`config.mk`:
```
export PLATFORM = sky130hd
export DESIGN_NAME = regfile_wr_arbiter
export DESIGN_NICKNAME = d
export VERILOG_FILES = /design/src/rtl/rf_arb_pkg.sv /design/src/rtl/rf_wb_fifo.sv /design/src/rtl/regfile_wr_arbiter.sv
export SDC_FILE = /design/constraint.sdc
export NUM_CORES = 1
export LEC_CHECK = 0
export ABC_AREA = 1
export ABC_CLOCK_PERIOD_IN_PS = 2300
export CAP_MARGIN = 40
export CORE_AREA = 2 2 107 109
export CTS_BUF_LIST = sky130_fd_sc_hd__clkbuf_4 sky130_fd_sc_hd__clkbuf_8
export DETAILED_ROUTE_END_ITERATION = 12
export DIE_AREA = 0 0 109 111
export PLACE_DENSITY = 0.82
export SYNTH_ARGS = -nofsm -noshare
export SYNTH_HDL_FRONTEND = slang
export SYNTH_SLANG_ARGS = --single-unit
```
`constraint.sdc`:
```
create_clock -name i_clk -period 2.3 [get_ports i_clk]
set_input_delay 0.46 -clock i_clk [delete_from_list [all_inputs] [get_ports i_clk]]
set_output_delay 0.46 -clock i_clk [all_outputs]
set_load 0.05 [all_outputs]
```
`src/rtl/rf_arb_pkg.sv`:
```
// rf_arb_pkg: shared types and defaults for the regfile write arbiter.
// Imported by rf_wb_fifo and regfile_wr_arbiter.
package rf_arb_pkg;

  typedef struct packed {
    logic [4:0]  rd_addr;
    logic [31:0] data;
  } rf_wr_req_t;

  localparam int RF_ARB_STARVE_DEF = 4;
  localparam int RF_ARB_DEPTH_DEF  = 2;
  localparam logic [3:0] RF_ARB_CNT_MAX = 4'hF;

endpackage

```
`src/rtl/rf_wb_fifo.sv`:
```
// rf_wb_fifo: in-order LLU result buffer with per-entry valid bits and
// invalidate-by-rd so a younger pipeline write can kill stale results.
module rf_wb_fifo
  import rf_arb_pkg::*;
#(
  parameter int DEPTH = RF_ARB_DEPTH_DEF
) (
  input  logic                  i_clk,
  input  logic                  i_reset,
  input  logic                  push,
  input  rf_wr_req_t            push_req,
  input  logic                  pop,
  input  logic                  inv,
  input  logic [4:0]            inv_rd,
  output logic                  empty,
  output logic                  full,
  output logic                  head_valid,
  output rf_wr_req_t            head_req,
  output logic [DEPTH-1:0]      ent_valid,
  output logic [DEPTH-1:0][4:0] ent_rd
);

  localparam int PW = $clog2(DEPTH);
  localparam int CW = $clog2(DEPTH + 1);
  localparam logic [PW-1:0] LAST = PW'(DEPTH - 1);

  rf_wr_req_t       mem [DEPTH];
  logic [DEPTH-1:0] vld;
  logic [PW-1:0]    rd_ptr;
  logic [PW-1:0]    wr_ptr;
  logic [CW-1:0]    count;
  logic             do_push;
  logic             do_pop;

  function automatic logic [PW-1:0] nxt(input logic [PW-1:0] p);
    return (p == LAST) ? '0 : p + PW'(1);
  endfunction

  assign empty      = (count == '0);
  assign full       = (count == CW'(DEPTH));
  assign do_push    = push & ~full;
  assign do_pop     = pop & ~empty;
  assign head_valid = vld[rd_ptr];
  assign head_req   = mem[rd_ptr];
  assign ent_valid  = vld;

  always_comb begin
    ent_rd = '0;
    for (int i = 0; i < DEPTH; i++) begin
      ent_rd[i] = mem[i].rd_addr;
    end
  end

  always_ff @(posedge i_clk) begin
    if (i_reset) begin
      vld    <= '0;
      rd_ptr <= '0;
      wr_ptr <= '0;
      count  <= '0;
    end else begin
      for (int i = 0; i < DEPTH; i++) begin
        if (inv && vld[i] && (mem[i].rd_addr == inv_rd)) begin
          vld[i] <= 1'b0;
        end
      end
      if (do_pop) begin
        vld[rd_ptr] <= 1'b0;
        rd_ptr      <= nxt(rd_ptr);
      end
      // the pushed slot never aliases the popped one: full blocks push
      if (do_push) begin
        mem[wr_ptr] <= push_req;
        vld[wr_ptr] <= 1'b1;
        wr_ptr      <= nxt(wr_ptr);
      end
      unique case ({do_push, do_pop})
        2'b10:   count <= count + CW'(1);
        2'b01:   count <= count - CW'(1);
        default: count <= count;
      endcase
    end
  end

endmodule

```
`src/rtl/regfile_wr_arbiter.sv`:
```
// regfile_wr_arbiter: shares one regfile write port between WB and LLU.
// Define RF_WR_ARB_BYPASS_EN to let idle-cycle LLU results skip the buffer.
module regfile_wr_arbiter
  import rf_arb_pkg::*;
#(
  parameter int STARVE_LIMIT = RF_ARB_STARVE_DEF,
  parameter int FIFO_DEPTH   = RF_ARB_DEPTH_DEF
) (
  input  logic        i_clk,
  input  logic        i_reset,
  input  logic        i_pipe_valid,
  input  logic [4:0]  i_pipe_rd_addr,
  input  logic [31:0] i_pipe_rd_data,
  input  logic        i_llu_valid,
  input  logic [4:0]  i_llu_rd_addr,
  input  logic [31:0] i_llu_rd_data,
  output logic        o_llu_ready,
  output logic        o_rd_wren,
  output logic [4:0]  o_rd_addr,
  output logic [31:0] o_rd_data,
  output logic        o_pipe_stall,
  input  logic [4:0]  i_rs1_addr,
  input  logic [4:0]  i_rs2_addr,
  output logic        o_rs1_pending,
  output logic        o_rs2_pending
);

  logic                       fifo_empty;
  logic                       fifo_full;
  logic                       head_valid;
  rf_wr_req_t                 head_req;
  rf_wr_req_t                 push_req;
  logic [FIFO_DEPTH-1:0]      ent_valid;
  logic [FIFO_DEPTH-1:0][4:0] ent_rd;
  logic                       pipe_req;
  logic                       head_live;
  logic                       starved;
  logic                       grant_head;
  logic                       grant_pipe;
  logic                       llu_acc;
  logic                       bypass;
  logic                       push;
  logic                       pop;
  logic [3:0]                 starve_cnt;

  assign pipe_req    = ~i_reset & i_pipe_valid & (i_pipe_rd_addr != '0);
  assign o_llu_ready = ~i_reset & ~fifo_full;
  assign llu_acc     = i_llu_valid & o_llu_ready & (i_llu_rd_addr != '0);
  assign head_live   = ~i_reset & ~fifo_empty & head_valid;
  assign starved     = head_live & (starve_cnt >= 4'(STARVE_LIMIT));
  assign grant_head  = head_live & (starved | ~pipe_req);
  assign grant_pipe  = pipe_req & ~starved;
  assign o_pipe_stall = pipe_req & starved;

`ifdef RF_WR_ARB_BYPASS_EN
  assign bypass = llu_acc & fifo_empty & ~pipe_req;
`else
  assign bypass = 1'b0;
`endif

  assign push     = llu_acc & ~bypass;
  // a killed head drains in one cycle without using the write port
  assign pop      = grant_head | (~i_reset & ~fifo_empty & ~head_valid);
  assign push_req = '{rd_addr: i_llu_rd_addr, data: i_llu_rd_data};

  rf_wb_fifo #(
    .DEPTH(FIFO_DEPTH)
  ) u_fifo (
    .i_clk     (i_clk),
    .i_reset   (i_reset),
    .push      (push),
    .push_req  (push_req),
    .pop       (pop),
    .inv       (grant_pipe),
    .inv_rd    (i_pipe_rd_addr),
    .empty     (fifo_empty),
    .full      (fifo_full),
    .head_valid(head_valid),
    .head_req  (head_req),
    .ent_valid (ent_valid),
    .ent_rd    (ent_rd)
  );

  always_comb begin
    o_rd_wren = 1'b0;
    o_rd_addr = '0;
    o_rd_data = '0;
    unique case (1'b1)
      grant_pipe: begin
        o_rd_wren = 1'b1;
        o_rd_addr = i_pipe_rd_addr;
        o_rd_data = i_pipe_rd_data;
      end
      grant_head: begin
        o_rd_wren = 1'b1;
        o_rd_addr = head_req.rd_addr;
        o_rd_data = head_req.data;
      end
      bypass: begin
        o_rd_wren = 1'b1;
        o_rd_addr = i_llu_rd_addr;
        o_rd_data = i_llu_rd_data;
      end
      default: ;
    endcase
  end

  always_ff @(posedge i_clk) begin
    if (i_reset || pop || !head_live) begin
      starve_cnt <= '0;
    end else if (starve_cnt != RF_ARB_CNT_MAX) begin
      starve_cnt <= starve_cnt + 4'd1;
    end
  end

  always_comb begin
    o_rs1_pending = 1'b0;
    o_rs2_pending = 1'b0;
    for (int i = 0; i < FIFO_DEPTH; i++) begin
      if (ent_valid[i] && (ent_rd[i] == i_rs1_addr)) o_rs1_pending = 1'b1;
      if (ent_valid[i] && (ent_rd[i] == i_rs2_addr)) o_rs2_pending = 1'b1;
    end
    if (i_reset || (i_rs1_addr == '0)) o_rs1_pending = 1'b0;
    if (i_reset || (i_rs2_addr == '0)) o_rs2_pending = 1'b0;
  end

endmodule

```
==> metrics.cfg <==
[route]
wire_per_inst_um=14.6
finalWirelength_um=11200
route.detailed.drc=0
ant_nets=0
vias=3630
first_iter_violations=189
first_pass_iters=4
vias_per_cell=4.73

[floorplanning]
ios=130
die_w_um=109
row_count=39
die_y_um=111
die_area_um2=12100
core_area_um2=11100
start_util=0.386

[yosys]
postSynthCellCount=444
ys_seq_elements=85
synth_nets=534
avgSynthCellArea_um2=9.63
synth_cell_types=31
yosysSeqAreaShare=0.571
yosysWarnings=0
synth-edff-count=74
synth-async-reset-ratio=0
synth_area_um2=4280
synth_ff_type=edfxtp_1

[sta]
report.final.setup_viol=36
drv_slew=0
clock_skew_ns=0.00833
final.period_utilization=1.06
finalHoldViolations=0
clock.fmax_ghz=0.412
worst_slack_ns=-0.129
hold_ws_ns=0.488
rsz0062_at_grt=true
fin_crit_ns=2.43

[clocking]
clock_path_buffers=2
cts_root_buf=clkbuf_8
holdBufCountCts=0
clock_tree.htree_level_count=3
cts_tree=built
clkTransAtPathRegs_ns=0.07
cts_buffers=9
insertion_delay_ns=0.35
cts.sinks=85

[power]
p_per_area_nw_per_um2=599
leakage_nw=2.75
vdd_drop_max_uv=487

[worst_setup_path]
crit_chain=dlygate4sd2_1 -> nor2_2 -> nand3_2 -> nand2_2 -> nor2_4 -> buf_6 -> nor2_4 -> buf_6 -> buf_6 -> o211ai_1 -> nand2_1 -> buf_6
crit_top_cell=buf_6
crit_slowest_cell=dlygate4sd2_1
startpoint_type=primary input
critPathKind=in -> out
cpPeakStageDelay_ns=0.25
crit_fanout=6
end_kind=output port
crit_required_ns=1.84
arrival_ns=1.97

[global_route]
grt_pass1_vias=3722
track_usage=0.191
grt-ovfl-total=0
antenna_found_initial=0
grt_pass1_wl_um=17800
grt_max_degree=39

[finish]
final_common_cell=nand2_1
final_cell_mix=nand2_1, clkdlybuf4s50_1, edfxtp_1
fin_nets=709
syn2layout_area_growth_pct=53.2
drive_gt1_frac=0.247
fin_area_um2=6550
antenna_cells=0
nFillCells=905

[outcome]
status=finished with violations
failed_checks=setup timing

[run]
maxCapViolCount=0

[worst_hold_path]
hold_class=reg -> reg

[placement]
dpl_cell_area_um2=5880
port-buffer-count=129
dpl.hpwl_um=7830
gp_congestion=0.935

## registers in the layout (all words and copies together) (netlist names), named ones only
register	flops
u_fifo.wr_ptr	1
starve_cnt	4
u_fifo.ent_valid	2
u_fifo.rd_ptr	1
u_fifo.mem	74
u_fifo.count	2
## kinds of logic after synthesis
kind of cell             count (synthesis)  synth area share
other                                    1          0.000877
XOR/XNOR                                 8            0.0164
flip-flops                              85             0.571
AO/OA/AOI/OAI                           77             0.131
adder cells (fa/ha/maj)                  2           0.00585
AND/OR/NAND/NOR                        189             0.188
buffers and inverters                   82            0.0863
## through the flow
stage	util	power [mW]	std cells	TNS [ns]	worst slack, ns
floorplan	-	2.26	444	-4.10	-0.174
global route	0.591	4.09	767	-4.99	-0.222
global placement	0.531	2.61	730	-26.65	-0.590
finish	0.591	3.93	767	-1.57	-0.129
CTS	0.590	3.95	766	-3.02	-0.110
detailed placement	0.531	2.62	730	-28.26	-0.608
## Yosys cell counts (3+ instances only)
cell type	n	area, µm²
nor2_1	20	75.1
o211ai_2	10	125
xnor2_1	7	61.3
dfxtp_1	11	220
buf_2	4	20.0
a21oi_1	15	75.1
buf_6	6	67.6
edfxtp_1	74	2220
o211ai_1	27	203
inv_1	66	248
o22ai_1	7	43.8
clkbuf_1	5	18.8
nor3_1	3	15.0
a221oi_1	3	26.3
o21ai_0	11	55.1
nand3_1	14	70.1
nand2_1	141	529
## repair_timing
item / 4_1_cts / 5_1_grt
gates cloned: 2 / 0
endpoints found under the setup margin: 40 / 40
buffers inserted: 18 / 3
pin swaps: 19 / 18
gates resized for setup: 72 / 14
## critical path, delay by kind of cell
kind / cells / cell delay, ns
compound gates: 1 / 0.08
buf+inv: 5 / 0.76
simple gates: 6 / 0.65
## final cells by class
class                      count  area [µm²]  area share
timing repair buffer         179        1890       0.288
sequential                    85        2450       0.374
multi-input combinational    278        1530       0.234
inverter                      66         255      0.0390
tap                          143         179      0.0273
clock buffer                  10         131      0.0201
clock inverter                 6         111      0.0170
## power breakdown
group | internal, mW | switching (mW) | total (mW)
logic | 0.389 | 0.490 | 0.880
clock network | 0.734 | 0.515 | 1.25
registers | 1.76 | 0.0382 | 1.80
total | 2.88 | 1.04 | 3.93
## worst paths after layout
path | from | slack, ns | cells past startpoint | end
hold / removal | u_fifo.wr_ptr | 0.49 | 2 | u_fifo.wr_ptr
hold reg to reg | u_fifo.wr_ptr | 0.49 | 2 | u_fifo.wr_ptr
setup reg to reg | u_fifo.rd_ptr | 0.28 | 16 | u_fifo.count[1]
setup / recovery | i_pipe_rd_addr[0] | -0.13 | 12 | o_rd_data[10]
## layer usage
metal / share of wire / vias up / global-route usage
met4: 0.011 / 0 / 0.0658
met5: 0 / - / 0
met2: 0.52 / 121 / 0.332
met1: 0.41 / 1653 / 0.231
li1: - / 1846 / -
met3: 0.058 / 10 / 0.0406
No activity file was read; power rests on OpenSTA's default activity.
